## config.mk

```make
export PLATFORM = sky130hd
export DESIGN_NAME = sll_32_seq
export DESIGN_NICKNAME = d
export VERILOG_FILES = /design/src/rtl/sll_32_seq.sv
export SDC_FILE = /design/constraint.sdc
export NUM_CORES = 1
export LEC_CHECK = 0
export ABC_AREA = 1
export CORE_MARGIN = 2
export CORE_UTILIZATION = 50
export CTS_CLUSTER_DIAMETER = 150
export DETAILED_ROUTE_END_ITERATION = 16
export PLACE_DENSITY = 0.84
export RECOVER_POWER = 25
export SYNTH_ARGS = -nofsm -noshare
export SYNTH_HDL_FRONTEND = slang
export SYNTH_SLANG_ARGS = --single-unit
```

## constraint.sdc

```tcl
create_clock -name clk -period 2.2 [get_ports clk]
set_input_delay 0.33 -clock clk [delete_from_list [all_inputs] [get_ports clk]]
set_output_delay 0.33 -clock clk [all_outputs]
set_load 0.02 [all_outputs]
```

## src/rtl/sll_32_seq.sv

```systemverilog
// rtl/sll_32_seq.sv - multi-cycle 32-bit logical left shifter with start/busy/done handshake
module sll_32_seq #(
   parameter int STEP = 1
) (
   input  logic        clk,
   input  logic        rst,
   input  logic        start,
   input  logic        shamt_src,
   input  logic [31:0] A,
   input  logic [31:0] B,
   output logic        busy,
   output logic        done,
   output logic [31:0] res,
   output logic        zero
);

   typedef enum logic {
      IDLE  = 1'b0,
      SHIFT = 1'b1
   } state_t;

   // STEP is at most 16, so it always fits the 5-bit count width.
   localparam logic [4:0] STEP5 = 5'(STEP);

   state_t      state, state_n;
   logic [31:0] acc, acc_n;
   logic [4:0]  cnt, cnt_n;
   logic [4:0]  k;
   logic        busy_n, done_n, zero_n;
   logic [31:0] res_n;

   // Only B[10:6] and B[4:0] carry a shift amount; the rest of B is ignored.
   logic unused_b;
   assign unused_b = ^{B[31:11], B[5]};

   // Next-state and datapath: load on start, shift min(cnt, STEP) per cycle, publish when cnt hits 0.
   always_comb begin
      state_n = state;
      acc_n   = acc;
      cnt_n   = cnt;
      busy_n  = busy;
      done_n  = done;
      res_n   = res;
      zero_n  = zero;
      k       = (cnt < STEP5) ? cnt : STEP5;
      case (state)
         IDLE: begin
            // IDLE never completes, so done always drops here (one-cycle pulse).
            done_n = 1'b0;
            if (start) begin
               acc_n   = A;
               cnt_n   = shamt_src ? B[4:0] : B[10:6];
               busy_n  = 1'b1;
               state_n = SHIFT;
            end
         end
         SHIFT: begin
            if (cnt != 5'd0) begin
               // Final partial step shifts only the remaining count.
               acc_n = acc << k;
               cnt_n = cnt - k;
            end else begin
               res_n   = acc;
               zero_n  = (acc == 32'd0);
               done_n  = 1'b1;
               busy_n  = 1'b0;
               state_n = IDLE;
            end
         end
         default: begin
            state_n = IDLE;
            busy_n  = 1'b0;
            done_n  = 1'b0;
         end
      endcase
   end

   // State register; reset aborts any operation without a done pulse.
   always_ff @(posedge clk) begin
      if (rst) begin
         state <= IDLE;
         acc   <= 32'd0;
         cnt   <= 5'd0;
         busy  <= 1'b0;
         done  <= 1'b0;
         res   <= 32'd0;
         zero  <= 1'b1;
      end else begin
         state <= state_n;
         acc   <= acc_n;
         cnt   <= cnt_n;
         busy  <= busy_n;
         done  <= done_n;
         res   <= res_n;
         zero  <= zero_n;
      end
   end

endmodule

```

==> Implementation_results.wiki <==
{| class="wikitable"
! Metric !! Value
|-
| Worst slack at placement || 279 ps
|-
| Async set-reset flop share out of synthesis || 0%
|-
| Count of buffer and inverter cells on the critical path || 1
|-
| Net load switching power || 1.22 mW
|-
| Row count || 30
|-
| Final setup margin || 227 ps
|-
| Placer's final routability congestion estimate || 0.865
|-
| Multi-input logic area || 0.00178 mm^2
|-
| Data required time of the critical path || 2480 ps
|-
| DRC violations left || 0
|-
| Capture endpoint of the worst hold path || res[10]
|-
| Most frequent cells in the layout || sky130_fd_sc_hd__nand2_1, sky130_fd_sc_hd__nor2_1, sky130_fd_sc_hd__dfxtp_1
|-
| Width of the die || 88.1 um
|-
| Gr ovfl total || 0
|-
| Launching point of the worst reg2reg path || cnt[4]
|-
| Largest stage delay, worst path || 440 ps
|-
| Overall track demand over capacity in global routing || 25.6%
|-
| Cell count after synthesis || 533
|-
| Global-route wire length before repair || 15700 um
|-
| Insertion delay of the later-clocked pin in the worst-skew pair || 350 ps
|-
| Via count of the first global-routing pass || 3533
|-
| Count of buffers inserted at the top-level ports || 80
|-
| Launch instance of the worst min-delay path || res[10]
|-
| Critical path class || reg2reg
|-
| Slowest library cell on the worst path || sky130_fd_sc_hd__inv_2
|-
| I/O Pins || 103
|-
| # hold bufs at CTS || 0
|-
| Routing usage on met2 || 43.9%
|-
| Most heavily used metal layer in global routing || met2
|-
| Signal arrival time at the worst endpoint || 2250 ps
|-
| Proportion of layout cells with a drive suffix above 1 || 6.44%
|-
| RSZ-0062 raised after global routing || false
|-
| CP delay by family, top || simple AND/OR/NAND/NOR gates
|-
| Area grow syn2layout || 28.4%
|-
| Total wirelength of the detailed-routed design || 9600 um
|-
| Switching portion of total power || 33.3%
|-
| Critical Path Most Common Cell || sky130_fd_sc_hd__nor2_1
|-
| Total iterations of the first detailed-routing run || 5
|-
| Per-cell routed wire length || 13.7 um
|-
| Number of antenna diodes || 0
|-
| Sinks on Clock Net || 73
|-
| Number of DRC violations after detailed-routing iteration 0 || 230
|-
| Total die area || 0.00777 mm^2
|-
| Maximum clock rate || 507 MHz
|-
| Count of distinct cell types in the synthesized netlist || 25
|-
| Setup slack on the worst flop-to-flop path || 230 ps
|-
| Largest net degree at the start of global routing || 41
|-
| Cell internal power dissipation || 2.43 mW
|-
| Minimum clock period || 1970 ps
|-
| Clock share of power || 28.8%
|-
| Largest fanout on the critical path || 21
|-
| Number of H-tree levels || 3
|-
| Met1 track demand over resource || 31.2%
|-
| Worst Reg2Reg Path Length in Cells || 7
|-
| Critical path capture point type || register
|-
| CTS clock-pin slew for the worst setup and hold paths || 70 ps
|-
| Final worst path period share || 89.7%
|-
| Post-detailed-route count of antenna-violating nets || 0
|-
| Share of the core filled with cells in the final layout || 66.5%
|-
| Initial antenna violation count || 0
|-
| Worst min-delay path class || reg2reg
|-
| Number of synthesized register bits || 73
|-
| Register share of total power || 43.0%
|-
| Initial standard-cell utilization of the core || 51.8%
|-
| Maximum count of clock buffers along a single path || 2
|-
| Cell area reported after detailed placement || 0.00435 mm^2
|-
| Vertical extent of the die || 88.1 um
|-
| Actual transition at the worst max-transition pin || 869 ps
|-
| Number of instances on the worst hold path || 2
|-
| Post-synthesis area per instance || 6.64 um^2
|-
| Final number of setup-violating endpoints || 0
|-
| Total core area || 0.00683 mm^2
|-
| TritonCTS clock tree || yes
|-
| Post-route clock skew || 7.35 ps
|-
| Fill count || 606
|-
| Largest vdd supply drop || 0.000610 V
|-
| Net Count, Synth || 602
|-
| CTS buffer count || 9
|-
| Clock root buffer || sky130_fd_sc_hd__clkbuf_8
|-
| Critical path startpoint category || register
|-
| Number of enable flip-flop cells after synthesis || 0
|-
| Count of maximum capacitance violations || 0
|-
| Post-synthesis instance area || 0.00354 mm^2
|-
| Post-cts gate resize count || 0
|-
| Syn. warnings || 0
|-
| FF-to-FF End || acc[29]
|-
| Critical path cell sequence || nor2_2 > nand3_4 > nand2_2 > nand2_1 > inv_2 > nor2_1 > nor2_1
|-
| Estimated wirelength of the detail-placed design || 6330 um
|-
| Leakage || 2.06 nW
|-
| Post-layout nets || 671
|-
| Sequential standard cell area || 0.00146 mm^2
|-
| Run status || complete, no violations
|-
| Final Instance Area || 0.00454 mm^2
|-
| Number of vias per cell || 5.31
|-
| Vias after detailed routing || 3726
|-
| Sequential share of the synthesized area || 41.3%
|-
| Gate power share || 28.2%
|-
| Most frequent standard cell in the layout excluding fill and tap cells || sky130_fd_sc_hd__nand2_1
|-
| Routing usage on met3 || 4.15%
|-
| Aggregate negative setup slack || 0 ps
|-
| Cell Pwr Density || 802 mW/mm^2
|-
| Worst slew margin relative to its limit || 41.9%
|-
| Pins over their slew limit || 0
|-
| Prevailing post-synth register cell || sky130_fd_sc_hd__dfxtp_1
|-
| Number of hold violations in the final report || 0
|-
| Post-CTS setup buffer count || 0
|}
-- sequential cells by signal (all words and copies together) (netlist names) --
| name | flops |
|---|---|
| res | 32 |
| zero | 1 |
| busy | 1 |
| cnt | 5 |
| acc | 32 |
| state | 1 |
| done | 1 |
-- layout make-up --
class	count	share of cell area, %
clock buffer	12	3.41
timing repair buffer	92	19.6
tap	96	2.64
clock inverter	3	0.881
multi-input combinational	399	39.1
sequential	73	32.2
inverter	27	2.23
-- how the worst max path moves through the flow --
stage / endpoint / start / depth (start not counted) / slack [ps]
CTS: acc[29] / cnt[4] / 7 / 250
global route: acc[29] / cnt[4] / 7 / 50
detailed placement: acc[29] / cnt[4] / 7 / 280
finish: acc[29] / cnt[4] / 7 / 230
global placement: acc[26] / cnt[4] / 7 / 390
floorplan: cnt[2] / cnt[1] / 9 / 790
-- worst reg2reg max path: cells and delay by family (launching register included) --
kind                   cells  cell delay (ps)
flip-flops                 1              330
AND/OR/NAND/NOR            6             1140
buffers and inverters      1              440
-- per-stage QoR --
stage | cells | hold slack (ps) | total power, mW
6_report | 702 | 457 | 3.65
5_1_grt | 702 | 478 | 3.84
4_1_cts | 702 | 463 | 3.65
3_5_place_dp | 687 | 453 | 2.61
3_3_place_gp | 687 | 447 | 2.58
2_1_floorplan | 533 | 445 | 2.30
-- routing by layer --
metal,part of all wire (%),vias up,wire [um]
met5,0,-,0
met4,2.7,0,257
met3,8.0,27,765
met2,48,184,4570
met1,42,1689,4000
li1,-,1826,-
-- Yosys cell counts, types with 3 or more instances --
cell type	n	area share, %
sky130_fd_sc_hd__nor3_2	4	1.1
sky130_fd_sc_hd__dfxtp_1	73	41
sky130_fd_sc_hd__nand3b_1	15	3.2
sky130_fd_sc_hd__inv_2	3	0.32
sky130_fd_sc_hd__buf_6	6	1.9
sky130_fd_sc_hd__nand3_1	62	8.8
sky130_fd_sc_hd__o21ai_0	19	2.7
sky130_fd_sc_hd__inv_1	23	2.4
sky130_fd_sc_hd__a21oi_1	33	4.7
sky130_fd_sc_hd__clkbuf_1	10	1.1
sky130_fd_sc_hd__buf_2	15	2.1
sky130_fd_sc_hd__nor2_1	99	10
sky130_fd_sc_hd__nand2_1	155	16
-- power groups by stage --
stage	sequential, mW	clock (mW)	combinational, mW
finish	1.57	1.05	1.03
global route	1.59	1.12	1.13
CTS	1.57	1.05	1.03
detailed placement	1.60	0	1.02
global placement	1.59	0	0.990
floorplan	1.62	0	0.685
-- logic make-up after synthesis --
logic type,share of synthesized area (%)
fa+ha+maj,0.353
flops,41.3
buf+inv,8.48
compound gates,7.74
simple gates,42.1
Power figures use the tool's default switching activity.
==> variant 1, RTL diff (same flow settings) <==
Add an input register stage for `start`, `shamt_src`, `A` and `B`; this delays them by one clock. Comments in the files are not updated.
--- a/src/rtl/sll_32_seq.sv
+++ b/src/rtl/sll_32_seq.sv
@@ -22,6 +22,18 @@
    // STEP is at most 16, so it always fits the 5-bit count width.
    localparam logic [4:0] STEP5 = 5'(STEP);
 
+   logic start_q;
+   logic shamt_src_q;
+   logic [31:0] A_q;
+   logic [31:0] B_q;
+
+   always_ff @(posedge clk) begin
+      start_q     <= start;
+      shamt_src_q <= shamt_src;
+      A_q         <= A;
+      B_q         <= B;
+   end
+
    state_t      state, state_n;
    logic [31:0] acc, acc_n;
    logic [4:0]  cnt, cnt_n;
@@ -31,7 +43,7 @@
 
    // Only B[10:6] and B[4:0] carry a shift amount; the rest of B is ignored.
    logic unused_b;
-   assign unused_b = ^{B[31:11], B[5]};
+   assign unused_b = ^{B_q[31:11], B_q[5]};
 
    // Next-state and datapath: load on start, shift min(cnt, STEP) per cycle, publish when cnt hits 0.
    always_comb begin
@@ -47,9 +59,9 @@
          IDLE: begin
             // IDLE never completes, so done always drops here (one-cycle pulse).
             done_n = 1'b0;
-            if (start) begin
-               acc_n   = A;
-               cnt_n   = shamt_src ? B[4:0] : B[10:6];
+            if (start_q) begin
+               acc_n   = A_q;
+               cnt_n   = shamt_src_q ? B_q[4:0] : B_q[10:6];
                busy_n  = 1'b1;
                state_n = SHIFT;
             end
Check against the original RTL: not equivalent (Yosys sat finds a counterexample within 4 cycles, from zero or initial values and one cycle with rst high).
==> variant 1 against the unedited design <==
Clock power grew to 2.6 times the old value; total power is 65% higher; setup slack better by 13 ps; area after synthesis is 19% higher; routed wire length is 3.2% higher; final area is 24% higher; first-iteration DRC count is 51% higher; sequential cell count is 44 higher; critical path type unchanged; largest cell class is now registers; largest power group is now the clock network; highest routed layer unchanged.
==> variant 1: results (changes against the unedited design) <==
run_status: "finished, final reports clean"  # unchanged
crit_path_max_fanout: 30  # was 21
p_clk_share_pct: 45.6  # was 28.8%
synth.yosys.seq_area_share_pct: 55.68  # was 41.29%
post-place-ws_ps: 340.5  # was 279.3 ps
worstRegToRegCells: 4  # was 7
ir_drop_v: 0.0006652  # was 0.0006095 V
fin_skew_ps: 5.723  # was 7.345 ps
worst_skew_pair.late_latency_ps: 510  # was 350 ps
p_switching_w: 0.001544  # was 0.001215 W
grt_max_degree: 42  # was 41
detail_route.wl_per_cell_um: 13.97  # was 13.67 µm
grt_first_pass_wirelength_um: 15700  # was 15660 µm
static-leakage-power_nw: 2.334  # was 2.061 nW
critical_path.reg2reg.startpoint: "state"  # was cnt[4]
first_global_vias: 3299  # was 3533
routed-via-count: 3607  # was 3726
placement.cell_area_um2: 5022  # was 4352 µm²
cp_slowest_cell: "sky130_fd_sc_hd__dfxtp_1"  # was sky130_fd_sc_hd__inv_2
fin_nets: 661  # was 671
critical_path.max_stage_delay_ps: 570  # was 440 ps
drive_above_1_share_pct: 7.450  # was 6.436%
grt_util_all_layers_pct: 22.93  # was 25.57%
slew_headroom_pct: 66.84  # was 41.86%
grt_util_met1_pct: 27.28  # was 31.17%
-- variant 1: changes by cell type after synthesis, moves of 4 or more --
cell                       delta
sky130_fd_sc_hd__dfxtp_1     +44
sky130_fd_sc_hd__nand3_1     -41
sky130_fd_sc_hd__nand2_1     -30
sky130_fd_sc_hd__o21bai_1    +17
sky130_fd_sc_hd__o21ai_0     +10
sky130_fd_sc_hd__buf_2        -8
sky130_fd_sc_hd__inv_1        -7
sky130_fd_sc_hd__buf_4        +6
sky130_fd_sc_hd__a21oi_1      -4
sky130_fd_sc_hd__clkbuf_1     -4
sky130_fd_sc_hd__nor3_2       -4
-- variant 1: through the flow --
stage / utilization, % / total power, W
6_report: 68.70 / 0.006029
5_1_grt: 68.70 / 0.006264
4_1_cts: 68.70 / 0.006054
3_5_place_dp: 61.43 / 0.003296
3_3_place_gp: 61.43 / 0.003268
2_1_floorplan: - / 0.003042
-- variant 1: routing by layer --
| metal | vias up | share of wire [%] | routed length, µm |
|---|---|---|---|
| met2 | 133 | 50 | 4959 |
| li1 | 1801 | - | - |
| met3 | 23 | 5.5 | 541 |
| met4 | 0 | 2.2 | 221 |
| met5 | - | 0 | 0 |
| met1 | 1650 | 42 | 4183 |
-- variant 1: layout make-up --
class	count	area share (%)
Multi-Input combinational cell	351	28.76
Tap cell	105	2.339
Inverter	19	1.337
Clock inverter	10	2.762
Timing Repair Buffer	86	15.28
Clock buffer	21	7.819
Sequential cell	117	41.70
-- variant 1: cell families (layout without fill, tap and decap cells) --
| group | Yosys count | after routing | synth area share [%] |
|---|---|---|---|
| AOI/OAI and AO/OA | 82 | 82 | 10.98 |
| adders and majority gates | 1 | 1 | 0.2974 |
| buffers and inverters | 47 | 136 | 5.919 |
| DFF | 117 | 117 | 55.68 |
| and+or+nand+nor | 268 | 268 | 27.13 |
==> variant 2, RTL diff (same flow settings) <==
Without the edit above. Register the output `res` once more, with the module's reset; this adds one clock of latency there. The other outputs are not delayed to match.
--- a/src/rtl/sll_32_seq.sv
+++ b/src/rtl/sll_32_seq.sv
@@ -22,6 +22,8 @@
    // STEP is at most 16, so it always fits the 5-bit count width.
    localparam logic [4:0] STEP5 = 5'(STEP);
 
+   logic [31:0] res_s0;
+
    state_t      state, state_n;
    logic [31:0] acc, acc_n;
    logic [4:0]  cnt, cnt_n;
@@ -40,7 +42,7 @@
       cnt_n   = cnt;
       busy_n  = busy;
       done_n  = done;
-      res_n   = res;
+      res_n   = res_s0;
       zero_n  = zero;
       k       = (cnt < STEP5) ? cnt : STEP5;
       case (state)
@@ -83,7 +85,7 @@
          cnt   <= 5'd0;
          busy  <= 1'b0;
          done  <= 1'b0;
-         res   <= 32'd0;
+         res_s0 <= 32'd0;
          zero  <= 1'b1;
       end else begin
          state <= state_n;
@@ -91,8 +93,16 @@
          cnt   <= cnt_n;
          busy  <= busy_n;
          done  <= done_n;
-         res   <= res_n;
+         res_s0 <= res_n;
          zero  <= zero_n;
+      end
+   end
+
+   always_ff @(posedge clk) begin
+      if (rst) begin
+         res <= '0;
+      end else begin
+         res <= res_s0;
       end
    end
 
Check against the original RTL: not equivalent (a bounded check fails within 4 cycles, from zero or initial values and one cycle with rst high).
==> variant 2 against the unedited design <==
Area after synthesis increased by 26%; setup slack improved by 110 ps; non-clock buffer count fell by 3; clock skew increased by 2.0 ps; total power increased by 19%; routed wire length up 7.9%; sequential cell count up 32; utilization shrank 3.1 points; fmax rose by 5.8%; sequential share of layout area up 6.0 points; final area increased by 21%; combinational power fell by 13%; largest power group unchanged.
==> variant 2: results (changes against the unedited design) <==
p_sw_share_pct: 30.91  # was 33.33%
run_status: "finished, final reports clean"  # unchanged
critical_path.max_stage_delay_ps: 340  # was 440 ps
placement.cell_area_um2: 5293  # was 4352 µm²
static-leakage-power_nw: 2.301  # was 2.061 nW
netlist_top_cells_count: "sky130_fd_sc_hd__nand2_1, sky130_fd_sc_hd__dfxtp_1, sky130_fd_sc_hd__nor2_1, sky130_fd_sc_hd__inv_1, sky130_fd_sc_hd__nand3_1"  # was sky130_fd_sc_hd__nand2_1, sky130_fd_sc_hd__nor2_1, sky130_fd_sc_hd__dfxtp_1, sky130_fd_sc_hd__nand3_1, sky130_fd_sc_hd__a21oi_1
combinationalPowerShare_pct: 20.8  # was 28.2%
fill_cells: 772  # was 606
holdWs_ps: 412.1  # was 457.0 ps
ir_drop_v: 0.0003971  # was 0.0006095 V
finalNonFillerCells: 782  # was 702
number_of_placed_instances_with_taps_included: 766  # was 687
hp-start: "rst"  # was res[10]
drive_above_1_share_pct: 12.17  # was 6.436%
cp_slowest_cell: "sky130_fd_sc_hd__nor2_1"  # was sky130_fd_sc_hd__inv_2
finalWeightedCongestion: 0.8519  # was 0.8645
synth_compound_area_share_pct: 8.646  # was 7.741%
crit_path_max_fanout: 13  # was 21
fin_skew_ps: 9.316  # was 7.345 ps
largest_registers: "acc (32), res (32), res_s0 (32)"  # was acc (32), res (32), cnt (5)
r2r_setup_slack_ps: 340  # was 230 ps
synth.avg_cell_area_um2: 7.478  # was 6.641 µm²
worst_pin_slew_ps: 949.2  # was 868.9 ps
detailedRoute.firstIterationViolations: 301  # was 230
synth_cell_types: 28  # was 25
crit_arrival_ps: 2160  # was 2250 ps
min_delay_path_depth: 3  # was 2
clockRootBuffer: "sky130_fd_sc_hd__clkbuf_8"  # unchanged
htreeDepth: 3  # unchanged
wirelength_um: 10360  # was 9597 µm
seq_power_share_pct: 48.9  # was 43.0%
synth.yosys.seq_area_share_pct: 47.01  # was 41.29%
synth-adder-area-share_pct: 0.2798  # was 0.3535%
power.combinational.total_w: 0.000901  # was 0.00103 W
synthesis.area_um2: 4472  # was 3540 µm²
via_per_inst: 5.036  # was 5.308
ys_top_cells_by_area: "sky130_fd_sc_hd__dfxtp_1, sky130_fd_sc_hd__nand2_1, sky130_fd_sc_hd__nor2_1"  # unchanged
critical_register_to_register_path_endpoint: "res_s0[4]"  # was acc[29]
hold-path-endpoint: "acc[23]"  # was res[10]
synthesis.nets: 667  # was 602
fin_nets: 738  # was 671
worst_skew_pair.late_latency_ps: 380  # was 350 ps
cts_resized: 0  # unchanged
worstHoldPathType: "input port to flop"  # was flop to flop
grt_first_pass_wirelength_um: 17450  # was 15660 µm
post-place-ws_ps: 177.8  # was 279.3 ps
first_global_vias: 3939  # was 3533
grt_util_all_layers_pct: 22.08  # was 25.57%
==> variant 2: cell types whose count changed in the layout (fill, tap and decap cells not counted), moves of 20 or more <==
| cell | before | now |
|---|---|---|
| sky130_fd_sc_hd__clkdlybuf4s50_1 | 56 | 79 |
| sky130_fd_sc_hd__dfxtp_1 | 73 | 105 |
| sky130_fd_sc_hd__nand2_1 | 155 | 135 |
| sky130_fd_sc_hd__dlygate4sd3_1 | 24 | 0 |
| sky130_fd_sc_hd__inv_1 | 23 | 72 |
| sky130_fd_sc_hd__a21oi_1 | 33 | 5 |
==> variant 2: how the worst max path moves through the flow <==
stage | start | end | slack (ps) | depth (start not counted)
after floorplan | cnt[1] | cnt[2] | 860 | 10
after global placement | start | acc[23] | 220 | 7
after detailed placement | start | acc[4] | 180 | 7
after CTS | cnt[4] | res_s0[4] | 470 | 7
after global routing | cnt[3] | res_s0[4] | 240 | 7
final | cnt[4] | res_s0[4] | 340 | 7
==> variant 2: kinds of logic (layout without fill, tap and decap cells) <==
family,count (synthesis),count (layout)
buffers and inverters,105,181
AOI/OAI and AO/OA,59,59
DFF,105,105
adders and majority gates,1,1
and+or+nand+nor,328,328
==> variant 2: metal layers <==
metal	wire, µm	vias up	GRT usage (%)
li1	-	1995	-
met1	4425	1777	27.46
met4	258	0	10.64
met5	0	-	0
met2	4953	145	37.36
met3	721	21	3.617
==> variant 2: cell type report <==
| class | instances | area, µm² | area share, % |
|---|---|---|---|
| Timing Repair Buffer | 89 | 859.6 | 15.62 |
| Clock inverter | 6 | 90.09 | 1.637 |
| Inverter | 76 | 285.3 | 5.183 |
| Tap cell | 108 | 135.1 | 2.455 |
| Clock buffer | 10 | 127.6 | 2.319 |
| Multi-Input combinational cell | 388 | 1904 | 34.60 |
| Sequential cell | 105 | 2102 | 38.19 |
